<file path="src/rtl/decode_67b_block_sync.sv">
// decode_67b_block_sync
// Interlaken 64B/67B receive decoder: word aligner, block-sync FSM and
// bit-66 inversion removal between the SerDes gearbox and lane deskew.
//
// Optional feature macro: DEC67_STATS_EN adds STATS_CLR and saturating
// SLIP_COUNT / HDR_ERR_COUNT / LOCK_LOSS_COUNT statistics outputs.
//
// Ports
//   USER_CLK        clock, rising edge
//   SYSTEM_RESET_N  asynchronous active-low reset
//   PASSTHROUGH     bypass alignment: offset 0, FSM held in SYNCING
//   DATA_IN         gearbox word (W = DATA_W+3), bit W-1 received first
//   DATA_IN_VALID   DATA_IN qualifier
//   DATA_OUT        payload with inversion removed
//   HEADER_OUT      aligned sync header
//   CTRL_OUT        header is 2'b10
//   HDR_ERR         header is 2'b00 or 2'b11
//   DATA_OUT_VALID  output word valid (locked or passthrough)
//   LOCKED          FSM in LOCKED
//   CANDIDATE       current bit offset 0..W-1
module decode_67b_block_sync #(
  parameter int unsigned DATA_W         = 64,
  parameter int unsigned GOOD_LOCK_CNT  = 64,
  parameter int unsigned ERR_WINDOW     = 64,
  parameter int unsigned BAD_UNLOCK_CNT = 16,
  parameter int unsigned SLIP_SETTLE    = 2
) (
  input  logic                           USER_CLK,
  input  logic                           SYSTEM_RESET_N,
  input  logic                           PASSTHROUGH,
`ifdef DEC67_STATS_EN
  input  logic                           STATS_CLR,
  output logic [15:0]                    SLIP_COUNT,
  output logic [15:0]                    HDR_ERR_COUNT,
  output logic [7:0]                     LOCK_LOSS_COUNT,
`endif
  input  logic [DATA_W+2:0]              DATA_IN,
  input  logic                           DATA_IN_VALID,
  output logic [DATA_W-1:0]              DATA_OUT,
  output logic [1:0]                     HEADER_OUT,
  output logic                           CTRL_OUT,
  output logic                           HDR_ERR,
  output logic                           DATA_OUT_VALID,
  output logic                           LOCKED,
  output logic [$clog2(DATA_W+3)-1:0]    CANDIDATE
);

  localparam int unsigned W        = DATA_W + 3;
  localparam int unsigned CAND_W   = $clog2(W);
  localparam int unsigned GC_W     = $clog2(GOOD_LOCK_CNT);
  localparam int unsigned WC_W     = $clog2(ERR_WINDOW);
  localparam int unsigned BC_W     = $clog2(BAD_UNLOCK_CNT + 1);
  localparam int unsigned SETTLE_W = (SLIP_SETTLE > 0) ? $clog2(SLIP_SETTLE + 1) : 1;

  typedef enum logic {ST_SYNCING = 1'b0, ST_LOCKED = 1'b1} state_t;

  state_t              state_q, state_d;
  logic [GC_W-1:0]     good_q, good_d;
  logic [WC_W-1:0]     win_cnt_q, win_cnt_d;
  logic [BC_W-1:0]     bad_q, bad_d;
  logic [SETTLE_W-1:0] settle_q, settle_d;
  logic [CAND_W-1:0]   cand_q, cand_d;

  logic [W-1:0]        prev_q;
  logic [2*W-1:0]      win_q;
  logic                win_v_q;
  logic [CAND_W-1:0]   cand_eff_c;
  logic [2*W-1:0]      shifted_c;
  logic [W-1:0]        aligned_c;
  logic                good_c;

  // Two-word window; only valid gearbox words advance it
  always_ff @(posedge USER_CLK or negedge SYSTEM_RESET_N) begin
    if (!SYSTEM_RESET_N) begin
      prev_q  <= '0;
      win_q   <= '0;
      win_v_q <= 1'b0;
    end else begin
      win_v_q <= DATA_IN_VALID;
      if (DATA_IN_VALID) begin
        prev_q <= DATA_IN;
        win_q  <= {prev_q, DATA_IN};
      end
    end
  end

  // Passthrough overrides the offset immediately, before the register clears
  assign cand_eff_c = PASSTHROUGH ? '0 : cand_q;
  assign shifted_c  = win_q >> cand_eff_c;
  assign aligned_c  = shifted_c[W-1:0];
  assign good_c     = aligned_c[W-2] ^ aligned_c[W-3];

  // FSM and counter registers
  always_ff @(posedge USER_CLK or negedge SYSTEM_RESET_N) begin
    if (!SYSTEM_RESET_N) begin
      state_q   <= ST_SYNCING;
      good_q    <= '0;
      win_cnt_q <= '0;
      bad_q     <= '0;
      settle_q  <= '0;
      cand_q    <= '0;
    end else begin
      state_q   <= state_d;
      good_q    <= good_d;
      win_cnt_q <= win_cnt_d;
      bad_q     <= bad_d;
      settle_q  <= settle_d;
      cand_q    <= cand_d;
    end
  end

  // Next-state: acquisition slips the offset, LOCKED tracks errors per window
  always_comb begin
    state_d   = state_q;
    good_d    = good_q;
    win_cnt_d = win_cnt_q;
    bad_d     = bad_q;
    settle_d  = settle_q;
    cand_d    = cand_q;
    if (PASSTHROUGH) begin
      state_d   = ST_SYNCING;
      good_d    = '0;
      win_cnt_d = '0;
      bad_d     = '0;
      settle_d  = '0;
      cand_d    = '0;
    end else if (win_v_q) begin
      unique case (state_q)
        ST_SYNCING: begin
          if (settle_q != '0) begin
            settle_d = settle_q - SETTLE_W'(1);
          end else if (good_c) begin
            if (good_q == GC_W'(GOOD_LOCK_CNT - 1)) begin
              state_d   = ST_LOCKED;
              good_d    = '0;
              win_cnt_d = '0;
              bad_d     = '0;
            end else begin
              good_d = good_q + GC_W'(1);
            end
          end else begin
            good_d   = '0;
            cand_d   = (cand_q == CAND_W'(W - 1)) ? '0 : cand_q + CAND_W'(1);
            settle_d = SETTLE_W'(SLIP_SETTLE);
          end
        end
        ST_LOCKED: begin
          // Unlock takes priority over a window restart on the same word
          if (!good_c && (bad_q == BC_W'(BAD_UNLOCK_CNT - 1))) begin
            state_d   = ST_SYNCING;
            good_d    = '0;
            win_cnt_d = '0;
            bad_d     = '0;
            settle_d  = '0;
          end else if (win_cnt_q == WC_W'(ERR_WINDOW - 1)) begin
            win_cnt_d = '0;
            bad_d     = '0;
          end else begin
            win_cnt_d = win_cnt_q + WC_W'(1);
            if (!good_c) bad_d = bad_q + BC_W'(1);
          end
        end
        default: state_d = ST_SYNCING;
      endcase
    end
  end

  // Output register: header decode and inversion removal every clock
  always_ff @(posedge USER_CLK or negedge SYSTEM_RESET_N) begin
    if (!SYSTEM_RESET_N) begin
      DATA_OUT       <= '0;
      HEADER_OUT     <= '0;
      CTRL_OUT       <= 1'b0;
      HDR_ERR        <= 1'b0;
      DATA_OUT_VALID <= 1'b0;
    end else begin
      DATA_OUT       <= aligned_c[W-1] ? ~aligned_c[DATA_W-1:0] : aligned_c[DATA_W-1:0];
      HEADER_OUT     <= aligned_c[W-2:W-3];
      CTRL_OUT       <= (aligned_c[W-2:W-3] == 2'b10);
      HDR_ERR        <= ~good_c;
      DATA_OUT_VALID <= win_v_q & ((state_q == ST_LOCKED) | PASSTHROUGH);
    end
  end

  assign LOCKED    = (state_q == ST_LOCKED);
  assign CANDIDATE = cand_q;

`ifdef DEC67_STATS_EN
  logic slip_ev_c, hdr_err_ev_c, lock_loss_ev_c;

  assign slip_ev_c      = !PASSTHROUGH && (cand_d != cand_q);
  assign hdr_err_ev_c   = !PASSTHROUGH && win_v_q && (state_q == ST_LOCKED) && !good_c;
  assign lock_loss_ev_c = (state_q == ST_LOCKED) && (state_d == ST_SYNCING);

  // Saturating statistics; clear beats increment
  always_ff @(posedge USER_CLK or negedge SYSTEM_RESET_N) begin
    if (!SYSTEM_RESET_N) begin
      SLIP_COUNT      <= '0;
      HDR_ERR_COUNT   <= '0;
      LOCK_LOSS_COUNT <= '0;
    end else if (STATS_CLR) begin
      SLIP_COUNT      <= '0;
      HDR_ERR_COUNT   <= '0;
      LOCK_LOSS_COUNT <= '0;
    end else begin
      if (slip_ev_c && (SLIP_COUNT != '1))           SLIP_COUNT      <= SLIP_COUNT + 16'd1;
      if (hdr_err_ev_c && (HDR_ERR_COUNT != '1))     HDR_ERR_COUNT   <= HDR_ERR_COUNT + 16'd1;
      if (lock_loss_ev_c && (LOCK_LOSS_COUNT != '1)) LOCK_LOSS_COUNT <= LOCK_LOSS_COUNT + 8'd1;
    end
  end
`endif

endmodule

</file>
<file path="config.mk">
export PLATFORM = sky130hd
export DESIGN_NAME = decode_67b_block_sync
export DESIGN_NICKNAME = d
export VERILOG_FILES = /design/src/rtl/decode_67b_block_sync.sv
export SDC_FILE = /design/constraint.sdc
export NUM_CORES = 1
export LEC_CHECK = 0
export ABC_CLOCK_PERIOD_IN_PS = 3800
export CAP_MARGIN = 25
export CELL_PAD_IN_SITES_DETAIL_PLACEMENT = 2
export CELL_PAD_IN_SITES_GLOBAL_PLACEMENT = 2
export CORE_MARGIN = 10
export CORE_UTILIZATION = 36
export CTS_BUF_LIST = sky130_fd_sc_hd__clkbuf_8
export DETAILED_ROUTE_END_ITERATION = 10
export PLACE_DENSITY_LB_ADDON = 0.1
export SETUP_SLACK_MARGIN = 0.15
export SLEW_MARGIN = 20
export SYNTH_ARGS = -nofsm -noshare
export SYNTH_HDL_FRONTEND = slang
export SYNTH_SLANG_ARGS = --single-unit
</file>
<file path="constraint.sdc">
create_clock -name USER_CLK -period 3.8 [get_ports USER_CLK]
set_input_delay 0.57 -clock USER_CLK [delete_from_list [all_inputs] [get_ports USER_CLK]]
set_output_delay 0.57 -clock USER_CLK [all_outputs]
set_load 0.05 [all_outputs]
</file>
# Word-level counts from Yosys, hierarchy flattened
# Cells that the tools add are included.
dict set report totals {
  ramBits 0
  latch_bits 0
  inputBits 71
  romBits 0
  out_inout_bits 77
  regBits 298
  n_memories 0
  wordCells 94
}
dict set report op_classes {
  order_cmp 0
  n_mul 0
  eq_ne 14
  addsub 5
  mux 45
  div_mod_pow 0
  shift 1
  reduce_logical 9
  n_bitwise 6
}
# op count
set ops {}
lappend ops {{$shr 134x7->67} 1}
lappend ops {{$mux 6} 13}
lappend ops {{$mux 64} 1}
lappend ops {{$not 64->64} 1}
lappend ops {{$mux 7} 7}
lappend ops {{$mux 5} 8}
lappend ops {{$pmux 6 s2} 2}
lappend ops {{$add 6x1->6 const B} 2}
lappend ops {{$eq 6x6->1 const B} 2}
lappend ops {{$mux 2} 5}
lappend ops {{$pmux 5 s2} 1}
lappend ops {{$ne 3x3->1 const B} 3}
lappend ops {{$reduce_and 4->1} 2}
lappend ops {{$add 7x1->7 const B} 1}
lappend ops {{$eq 7x7->1 const B} 1}
lappend ops {{$mux 1} 6}
lappend ops {{$ne 2x2->1 const B} 3}
lappend ops {{$reduce_and 3->1} 2}
lappend ops {{$add 5x1->5 const B} 1}
lappend ops {{$eq 5x4->1 const B} 1}
lappend ops {{$ne 5x3->1 const B} 1}
lappend ops {{$reduce_and 5->1} 1}
lappend ops {{$ne 4x4->1 const B} 1}
lappend ops {{$pmux 2 s2} 1}
lappend ops {{other kinds (11)} 13}

# Logic depth before layout (Yosys ltp)
dict set report logic_depth {
  ltp_word 9
  ltp_mapped 23
  depth_no_buf 16
}

# Worst setup path after synthesis
# No wires, ideal clock.
dict set report synth_path {
  path_type {flip-flop to flip-flop}
  from {register cand_q[0], in the netlist CANDIDATE[0]}
  to {register cand_q[3], in the netlist CANDIDATE[3]}
  required_ps 3734
  slack_ps -490
  synth_period_minus_slack_ps 4290
  setup_time_ps 66
  arrival_time_ps 4224
  stages_incl_launch_ff 17
  path_buffers 4
  cell_sequence {dfrtp_1 buf_6 and2b_4 buf_8 buf_12 buf_12 mux4_2 mux2_2 a2bb2oi_1 o21ai_1 mux2i_1 o22ai_1 ha_1 a41oi_1 or2_2 or3b_2 nand2_1}
}
dict set report synth_via {
  elab_cells_between_ends 13
  cone_classes {1 x add/sub; 2 x eq/ne; 1 x shift; 7 x mux; 1 x bitwise; 1 x reduce/logical}
}
# element line
set synth_lines {}
lappend synth_lines {{start: declaration} 62} ;# logic [CAND_W-1:0] cand_q, cand_d;
lappend synth_lines {{start signal: assignment} 108} ;# cand_q <= cand_d;
lappend synth_lines {{$mux 7} 88} ;# assign cand_eff_c = PASSTHROUGH ? '0 : cand_q;
lappend synth_lines {{$shr 134x7->67} 89} ;# assign shifted_c = win_q >> cand_eff_c;
lappend synth_lines {{net shifted_c[65]} 68} ;# logic [2*W-1:0] shifted_c;
lappend synth_lines {{$xor 1x1->1} 91} ;# assign good_c = aligned_c[W-2] ^ aligned_c[W-3];
lappend synth_lines {{$ne 2x2->1 (no source line)} --}
lappend synth_lines {{$reduce_and 4->1 (no source line)} --}
# The timed path passes the listed nets, and every way through them passes these cells. The select of a mux whose other input is x is not followed.
# A chain may end at the register's enable or synchronous reset.

# Worst setup path in the final report
dict set report layout_path {
  from {register cand_q[2], in the netlist CANDIDATE[2]}
  to {register win_cnt_q[5]}
}
dict set report layout_via {
  elab_chain_cells 9
  elab_cells_between_ends 11
  cone_classes {1 x eq/ne; 1 x shift; 5 x mux; 1 x bitwise; 3 x reduce/logical}
}
# element line
set layout_rtl {}
lappend layout_rtl {{$mux 7 *} 88}
lappend layout_rtl {{$shr 134x7->67 *} 89}
lappend layout_rtl {{$xor 1x1->1 *} 91}
lappend layout_rtl {{$logic_not 1->1} --}
lappend layout_rtl {{$logic_and 1x1->1} 149} ;# if (!good_c && (bad_q == BC_W'(BAD_UNLOCK_CNT - 1))) begin
lappend layout_rtl {{$mux 6} 149}
lappend layout_rtl {{$pmux 6 s2} 128} ;# unique case (state_q)
lappend layout_rtl {{$mux 6} 127} ;# end else if (win_v_q) begin
lappend layout_rtl {{$mux 6} 120} ;# if (PASSTHROUGH) begin
lappend layout_rtl {{end signal: assignment} 105} ;# win_cnt_q <= win_cnt_d;
lappend layout_rtl {{end: declaration} 59} ;# logic [WC_W-1:0] win_cnt_q, win_cnt_d;
# Every way passes the cells marked *; elsewhere a longest branch is shown, timed or not. The select of a mux whose other input is x is not followed.

==> metrics <==
status=finished, violations left; failing checks=hold timing, setup timing; Final ANT Viol Nets=0; Max Clock Freq=252 MHz; Initial Util=36.2%; Setup WS post-layout=-0.164 ns; synth warn=0; RSZ-0062 raised after global routing=true; DRC viols=0; CP startpoint kind=flop; Slew @ Worst Pin=1.19 ns; Avg Vias per Cell=6.48; number of synthesized flops with an enable pin=0; drt first pass iters=6; Post-Place Worst Slack=-0.582 ns; Ports=148; post-synth top area cell=dfrtp_1; period utilization=104%; CTS sink cnt=231; R2R setup slack=-0.16 ns; via count=22307; Hold Slack=-0.00766 ns; CP Capture Type=flop; HP Class=in2async; clock buffer depth=3; Post-Syn Nets=2206; post-synth top area share=27.8%; relative slew slack=20.4%; VDD IR-drop max=0.478 mV; CTS buffer count=45; Critical Path RT=4.36 ns; first-pass GRT wire length=175 mm; vias in the first global route=23563; row cnt=88; largest net degree at the start of global routing=116; root buf cell=clkbuf_8; Pwr Density=749 nW/um^2; Port Buf Inserts=147; post-synthesis cell count=2126; max-cap violation count=0; fin crit period=3.96 ns; final hold violation count=3; Core Area=57500 sq um; Clk pin slew, worst setup/hold paths=0.07 ns; Final Wtd Congestion=1.04; NumNets Final=2721; Post-synth top cells=dfrtp_1 (231), mux2i_1 (209), nand2_1 (185); DP HPWL=94.7 mm; Die X=260 um; Main synth FF type=dfrtp_1; Setup crit start=CANDIDATE[2]$_DFFE_PN0P_; Worst Path Max Fanout=10; share of cells above drive strength 1=39.3%; WL/cell=35.7 um; Synth cell types=98; antenna violations before repair=3; total power=21.2 mW; Slew Viols, Final=0; synth top area cells=dfrtp_1 (28%), mux2i_1 (10%), mux4_2 (10%), mux2_2 (8.5%), nand2_1 (3.3%); die area=67900 sq um; Seq/Total Area, Yosys=27.8%; CTS tree=yes; Final Setup Violations=22; hold buffers post-CTS=0; Filler cells=6051; critical path class=reg2reg; Async SR Flop Fraction=100%; Total Routed Length=123 mm; gr ovfl total=0; M2 GR Usage=55.0%; busiest metal layer after global routing=met2; Mapped Avg Cell Area=9.79 sq um; 1st-iter DRT viols=2392; flops & latches, synth=231; Post-Syn Area=20800 sq um; clock latency on the worst-skew pair=0.68 ns; CP arrival=4.53 ns; GRT Util Overall=35.1%; met3 usage=7.28%; LEAKAGE=12.3 nW; top-count cell post-synth=dfrtp_1; Clock Skews=0.0649 ns; worst r2r src=CANDIDATE[2]$_DFFE_PN0P_; Die Y=260 um; CTS H-tree lvls=2; M1 GR Usage=44.3%; area grow syn2layout=36.0%
flip-flops by register name (all words and copies together), names as in the netlist, 2 cells and up:
| signal | count |
|---|---|
| CANDIDATE | 7 |
| DATA_OUT | 64 |
| HEADER_OUT | 2 |
| bad_q | 5 |
| good_q | 6 |
| prev_q | 66 |
| settle_q | 2 |
| win_cnt_q | 6 |
| win_q | 68 |
logic make-up (layout without fill, tap and decap cells):
kind of cell	after synthesis	after routing	synth area share, %
other	0	1	0
AOI/OAI and AO/OA	600	600	20.1
DFF	231	231	27.8
adders and majority gates	9	9	0.541
buffers and inverters	246	795	6.36
muxes	461	461	28.7
xor gates and xnor gates	64	64	4.31
and+or+nand+nor	515	515	12.2
power breakdown:
part | switching, mW | total (mW) | internal, mW
clock | 1.22 | 2.69 | 1.46
combinational | 8.64 | 14.9 | 6.29
sequential | 0.547 | 3.61 | 3.06
through the flow:
step / area (sq um) / util [%] / TNS, ns / std cells / hold WS, ns
after detailed placement: 26000 / 45.2 / -12.64 / 3298 / 0.510
final: 28300 / 49.3 / -1.45 / 3441 / -0.00766
after global routing: 28300 / 49.3 / -3.29 / 3441 / 0.0684
after CTS: 27700 / 48.2 / -0.103 / 3416 / 0.0484
after floorplan: 20900 / - / -1.14 / 2126 / 0.274
after global placement: 26000 / 45.2 / -8.41 / 3298 / 0.457
path summary, 6_finish.rpt:
| check | to | depth (start not counted) |
|---|---|---|
| max | win_cnt_q[5]$_DFFE_PN0P_ | 20 |
| min | bad_q[1]$_DFFE_PN0P_ | 1 |
| max reg2reg | win_cnt_q[5]$_DFFE_PN0P_ | 20 |
| min reg2reg | good_q[5]$_DFFE_PN0P_ | 1 |
| max in group asynchronous | DATA_OUT[44]$_DFF_PN0_ | 2 |
| min in group USER_CLK | prev_q[65]$_DFFE_PN0P_ | 3 |
worst max-delay path, stage by stage, from the launching register on:
cell      delay [ns]
dfrtp_4         0.50
buf_12          0.15
buf_6           0.12
or4b_4          0.50
buf_8           0.17
o221a_4         0.23
o211ai_1        0.14
mux2i_1         0.15
mux2i_1         0.19
buf_4           0.19
o21ai_4         0.07
a21oi_2         0.19
ha_4            0.23
nand2b_4        0.14
o21ai_2         0.13
a21oi_2         0.10
buf_4           0.16
buf_8           0.14
nor4_4          0.12
a21oi_1         0.07
o21ai_1         0.15
cells in the final DEF (no fill, tap or decap), drive strengths merged, types with 9 or more instances in the layout:
| cell type | instances |
|---|---|
| buf | 531 |
| dfrtp | 231 |
| mux2i | 211 |
| nand2 | 185 |
| mux2 | 158 |
| clkdlybuf4s50 | 144 |
| o21ai | 135 |
| nor2 | 124 |
| mux4 | 92 |
| a21oi | 75 |
| o22ai | 69 |
| inv | 55 |
| clkbuf | 54 |
| o211ai | 46 |
| xnor2 | 42 |
| a22oi | 34 |
| a211oi | 33 |
| nand3 | 32 |
| nand2b | 27 |
| a2bb2oi | 23 |
| xor2 | 22 |
| nor3b | 21 |
| o221ai | 21 |
| nand3b | 20 |
| a221oi | 19 |
| nor3 | 18 |
| a22o | 17 |
| nor2b | 13 |
| and3b | 12 |
| a211o | 12 |
| and3 | 11 |
| nand4 | 11 |
| a31oi | 11 |
| or2 | 11 |
| o21a | 10 |
| a32oi | 10 |
| a21o | 9 |
| ha | 9 |
metal layers:
layer  routed length, um  vias up
li1                    -     9160
met1               49200    11687
met2               55600     1102
met3                9720      354
met4                8370        4
met5                  88        -
layout make-up:
type | count | area [sq um] | area share (%)
diodes | 1 | 2.50 | 0.00884
clock buffers | 52 | 716 | 2.53
clock inverters | 29 | 224 | 0.791
inverters | 37 | 139 | 0.490
multi-input cells | 1649 | 14500 | 51.3
flip-flops and latches | 231 | 5790 | 20.4
well taps | 765 | 957 | 3.38
repair buffers | 677 | 5970 | 21.1
what timing repair did:
action | 4_1_cts | 5_1_grt
pin swaps | 35 | 30
buffers inserted | 36 | 21
gates resized for setup | 124 | 84
cloned | 1 | 3
endpoints found under the setup margin | 44 | 77
No activity file was read; power rests on OpenSTA's default activity.
